## src/rtl/serial_adder.sv

```systemverilog
// Bit-serial WIDTH-bit adder controller: feeds an external 1-bit full adder cell one
// bit pair per clock (LSB first) and assembles the sum and final carry it returns.
module serial_adder #(
   parameter int unsigned WIDTH = 8
) (
   input  logic             clk,
   input  logic             rst_n,
   input  logic             start,
   input  logic [WIDTH-1:0] a,
   input  logic [WIDTH-1:0] b,
   input  logic             c_in,
   output logic             fa_a,
   output logic             fa_b,
   output logic             fa_cin,
   input  logic             fa_y,
   input  logic             fa_cout,
   output logic             busy,
   output logic             done,
   output logic [WIDTH-1:0] sum,
   output logic             c_out
);

   localparam int unsigned CNT_W = (WIDTH > 2) ? $clog2(WIDTH) : 1;
   localparam logic [CNT_W-1:0] LAST_BIT = CNT_W'(WIDTH - 1);

   typedef enum logic [1:0] {
      StIdle,
      StRun,
      StDone
   } state_e;

   state_e           state_q, state_d;
   logic [WIDTH-1:0] opa_q, opa_d;
   logic [WIDTH-1:0] opb_q, opb_d;
   logic             carry_q, carry_d;
   logic [CNT_W-1:0] cnt_q, cnt_d;
   logic [WIDTH-1:0] res_q, res_d;
   logic [WIDTH-1:0] sum_q, sum_d;
   logic             cout_q, cout_d;

   always_ff @(posedge clk) begin
      if (!rst_n) begin
         state_q <= StIdle;
         opa_q   <= '0;
         opb_q   <= '0;
         carry_q <= 1'b0;
         cnt_q   <= '0;
         res_q   <= '0;
         sum_q   <= '0;
         cout_q  <= 1'b0;
      end else begin
         state_q <= state_d;
         opa_q   <= opa_d;
         opb_q   <= opb_d;
         carry_q <= carry_d;
         cnt_q   <= cnt_d;
         res_q   <= res_d;
         sum_q   <= sum_d;
         cout_q  <= cout_d;
      end
   end

   always_comb begin
      state_d = state_q;
      opa_d   = opa_q;
      opb_d   = opb_q;
      carry_d = carry_q;
      cnt_d   = cnt_q;
      res_d   = res_q;
      sum_d   = sum_q;
      cout_d  = cout_q;

      case (state_q)
         StIdle: begin
            if (start) begin
               state_d = StRun;
               opa_d   = a;
               opb_d   = b;
               carry_d = c_in;
               cnt_d   = '0;
               res_d   = '0;
            end
         end
         StRun: begin
            // Sum bits enter at the MSB so the LSB-first stream lands in place.
            res_d   = {fa_y, res_q[WIDTH-1:1]};
            carry_d = fa_cout;
            opa_d   = opa_q >> 1;
            opb_d   = opb_q >> 1;
            cnt_d   = cnt_q + CNT_W'(1);
            if (cnt_q == LAST_BIT) begin
               state_d = StDone;
               sum_d   = res_d;
               cout_d  = fa_cout;
            end
         end
         StDone: begin
            state_d = StIdle;
         end
         default: begin
            state_d = StIdle;
         end
      endcase
   end

   assign fa_a   = opa_q[0];
   assign fa_b   = opb_q[0];
   assign fa_cin = carry_q;
   assign busy   = (state_q == StRun);
   assign done   = (state_q == StDone);
   assign sum    = sum_q;
   assign c_out  = cout_q;

endmodule
```

## config.mk

```make
export PLATFORM = sky130hd
export DESIGN_NAME = serial_adder
export DESIGN_NICKNAME = d
export VERILOG_FILES = /design/src/rtl/serial_adder.sv
export SDC_FILE = /design/constraint.sdc
export NUM_CORES = 1
export LEC_CHECK = 0
export BUFFER_PORTS_ARGS = -buffer_cell sky130_fd_sc_hd__buf_2
export CAP_MARGIN = 20
export CORE_MARGIN = 3
export CORE_UTILIZATION = 52
export CTS_BUF_LIST = sky130_fd_sc_hd__clkbuf_16
export DETAILED_ROUTE_END_ITERATION = 10
export PLACE_DENSITY = 0.88
export RECOVER_POWER = 25
export SYNTH_ARGS = -nofsm -noshare
export SYNTH_HDL_FRONTEND = slang
export SYNTH_SLANG_ARGS = --single-unit
```

## constraint.sdc

```tcl
create_clock -name clk -period 2.15 [get_ports clk]
set_clock_uncertainty 0.2 [all_clocks]
set_input_delay 0.43 -clock clk [delete_from_list [all_inputs] [get_ports clk]]
set_output_delay 0.43 -clock clk [all_outputs]
set_load 0.03 [all_outputs]
```

Yosys cells after proc, flatten, opt, wreduce, memory -nomap -nowiden. Cells that the tools add are included.

Bits in latches: 0. ROM bits: 0. Logic and storage cells: 32. Memories kept: 0. Register bits: 39. RAM bits: 0. Bits of input ports: 22.

Divide/modulo/power cells: 0. Reductions and logical operators: 5. Bitwise gates (word level): 0. Multiplexer cells: 13. $lt $le $gt $ge: 0. Multiply operators: 0. Eq/ne operators: 5. Add/sub/neg operators: 1. Shift-type cells: 0.

Operators by type and width (count): case mux 8 bit (2 select lines) (3); 2-to-1 mux 8 bit (3); case mux 3 bit (2 select lines) (1); AND reduction 2 bit (3); 2-to-1 mux 2 bit (2); case mux 2 bit (2 select lines) (1); adder 3 x 1 -> 3 bit (second input constant) (1); == test 3 bit (second input constant) (1); 2-to-1 mux 3 bit (1); == test 2 x 1 -> 1 bit (second input constant) (1); == test 2 bit (second input constant) (1); zero test 2 bit (1); != test 2 x 1 -> 1 bit (second input constant) (1); != test 2 bit (second input constant) (1); case mux 1 bit (2 select lines) (1); nonzero test 2 bit (1); 2-to-1 mux 1 bit (1).

Logic depth before layout (Yosys ltp).
Depth in word-level cells: 3. Mapped depth: 6. Depth with buffers taken out: 5.

Worst setup path before layout. Ideal clock, no wire load.

Kind: register to output. From: register state_q[0]. To: output done. Stages on the path, launching flop included: 4. Required time: 1.520 ns. Path slack: 0.438 ns. Path buffers: 2. Arrival time: 1.082 ns. Path through: dfxtp_1 > buf_6 > buf_8 > nor2b_1.

Word-level cells in the longest chain between the ends: 1.

Ends and longest elaborated chain: start, declared (RTL line 32) `state_e state_q, state_d;`; start signal, assigned (RTL line 43) `state_q <= StIdle;`; start signal, assigned (RTL line 52) `state_q <= state_d;`; == test 2 bit (RTL line 110) `assign done = (state_q == StDone);`; end, declared (RTL line 18) `output logic done,`.

Every way passes these cells.

Worst setup path after layout. Same ends and word-level chain as after synthesis.

==> impl_metrics.json <==
{
  "synth.distinct_cells": 26,
  "synth_mux_area_share_pct": 9.30,
  "grt_pass1_vias": 1222,
  "min_period_ps": 1970,
  "synth-seq-cells": 38,
  "finalWorstSetupSlack_ps": 182,
  "hold_viol": 0,
  "synth.top_cell.area_share_pct": 50.5,
  "tns_ps": 0,
  "synth_compound_area_share_pct": 16.7,
  "crit_path_max_fanout": 16,
  "fillers": 212,
  "setup_viol": 0,
  "layout.nets": 217,
  "clock_latency_ps": 280,
  "ctsResizeCount": 0,
  "syn-num-nets": 184,
  "synthTopCellsByArea": "dfxtp_1, mux2i_1, a211oi_1",
  "hpwl_um": 2270,
  "ir_worst_vdd_mv": 0.838,
  "rsz0062_at_grt": "no",
  "drive_above_1_share_pct": 18.6,
  "ys.flop_type": "dfxtp_1",
  "area_growth_pct": 19.0,
  "synth_cells": 160,
  "async_flop_share_pct": 0,
  "remaining_drc_errors": 0,
  "max_cap_viol_count": 0,
  "placementRows": 18,
  "worstHoldPathType": "in -> reg",
  "r2r_start": "cnt_q[0]",
  "ff2ff_setup_slack_ps": 290,
  "cts_tree": "built",
  "drv_slew": 0,
  "die_w_um": 59.8,
  "synth_area_um2": 1510,
  "cts.clk_slew.worst_paths_ps": 50,
  "synthXorXnorAreaFrac_pct": 0,
  "antenna_found_initial": 0,
  "num_vias": 1284,
  "io_buffers": 35,
  "start_kind": "register",
  "crit_required_ps": 1520,
  "ant_nets": 0,
  "ioPinCount": 36,
  "outcome": "finished clean",
  "synth_edf_count": 0,
  "grt_pass1_wl_um": 5350,
  "initial_utilization_pct": 57.7,
  "cts_setup_buffers": 0,
  "grt_max_degree": 26,
  "routed_wl_um": 3250,
  "core_um2": 2610,
  "drt_first_iter_violations": 55,
  "synth_adder_area_share_pct": 1.66,
  "synthSimpleGateAreaFrac_pct": 15.9,
  "yosysMostFrequentCell": "dfxtp_1",
  "powerDensity_nw_per_um2": 884,
  "grt_overflow": 0,
  "gp_congestion": 0.792,
  "slew_headroom_pct": 59.5,
  "avgSynthCellArea_um2": 9.42,
  "clock_sinks": 38,
  "period_share_pct": 91.5,
  "layout.cells.non_filler": 224,
  "synth_top_family_by_area": "compound AO/OA/AOI/OAI gates",
  "cts_made_buffers": 5,
  "firstDrtPassIters": 4,
  "routedWlPerCell_um": 14.5,
  "dieArea_um2": 3580,
  "synth-warning-count": 0,
  "final_util_pct": 68.6,
  "cts_max_path_buffers": 2,
  "num_antenna_cells": 0,
  "grt_usage_pct": 20.4,
  "crit_path_start": "state_q[0]",
  "vias_per_cell": 5.73,
  "cts_hold_buf": 0,
  "fmax_ghz": 0.508,
  "synth_common_cells": "dfxtp_1, nor2_1, nand2_1, mux2i_1, a211oi_1",
  "cp_data_arrival_time_ps": 1340,
  "hold_slack_ps": 210,
  "use_met2_pct": 34.4,
  "busiest_layer": "met2",
  "dp_slack_ps": 415,
  "ctsHtreeMaxLevel": 2,
  "leakage_nw": 0.729,
  "die_height_um": 59.8,
  "synth_top_area_cell": "dfxtp_1",
  "cts_root_buf": "clkbuf_16",
  "use_met1_pct": 22.9,
  "hp-start": "a[7]",
  "crit_type": "reg -> out",
  "dp_cells": 216,
  "synth.yosys.seq_area_share_pct": 50.5,
  "cp-end-kind": "output pin",
  "worst_pin_slew_ps": 606,
  "grt_use_met3_pct": 6.05
}
[worst max-delay path, cell delays in order (launching register included)]
cell and delay, ps:
dfxtp_1 490, buf_4 320, nor2b_1 70, buf_2 180
[cells by family (layout without fill, tap and decap cells)]
kind of cell,Yosys count,in the layout
compound gates,39,39
fa+ha+maj,2,2
simple gates,51,51
flops,38,38
buf+inv,16,50
mux,14,14
[power by group]
part	total [mW]	switching [mW]	internal [mW]	leakage [nW]
Sequential	0.757	0.0200	0.737	0.311
Combinational	0.154	0.0888	0.0650	0.345
Clock	0.675	0.257	0.418	0.0724
Total	1.59	0.365	1.22	0.729
[placed cells by master, fill, tap and decap left out]
cell / instances
mux2i_1: 14
inv_2: 1
nor2_1: 17
buf_12: 1
nand2_1: 16
buf_4: 3
a211oi_1: 13
o21ai_0: 10
nor4b_1: 2
o22ai_1: 9
inv_1: 3
a21oi_1: 2
nor2b_1: 1
o21ba_2: 1
a211oi_2: 1
o21ai_1: 3
ha_1: 2
nand3b_1: 1
clkbuf_1: 12
clkinv_2: 1
nand2b_1: 1
dfxtp_1: 38
clkinv_1: 1
clkbuf_16: 5
nor3_1: 2
nand3_1: 11
buf_2: 23
[metal layers]
metal,share of wire (%),wire length [um]
met5,0,0
met4,2.4,79
met3,6.4,209
met2,49,1580
met1,42,1380
[path summary, 6_finish.rpt]
kind,end,cells after the start
max reg2reg,sum[7],5
min reg2reg,c_out,2
max,done,3
min,opa_q[7],3
[metrics by stage]
step | total power [mW] | instance area, um^2
6_report | 1.59 | 1790
2_1_floorplan | 0.881 | 1510
3_5_place_dp | 0.927 | 1680
3_3_place_gp | 0.918 | 1680
5_1_grt | 1.65 | 1790
4_1_cts | 1.60 | 1820
[final cells by class]
class | count | area (um^2) | share of cell area (%)
clock buffers | 5 | 125 | 6.98
clock inverters | 3 | 12.5 | 0.698
repair buffers | 39 | 203 | 11.3
inverters | 3 | 11.3 | 0.628
well taps | 30 | 37.5 | 2.09
flip-flops and latches | 38 | 761 | 42.4
multi-input cells | 106 | 643 | 35.9
[state kept, by name, indices dropped and copies added, names as in the netlist]
name,count
opb_q,8
cnt_q,3
fa_cin,1
sum,8
state_q,2
res_q,7
c_out,1
opa_q,8
No activity file was read; power rests on OpenSTA's default activity.
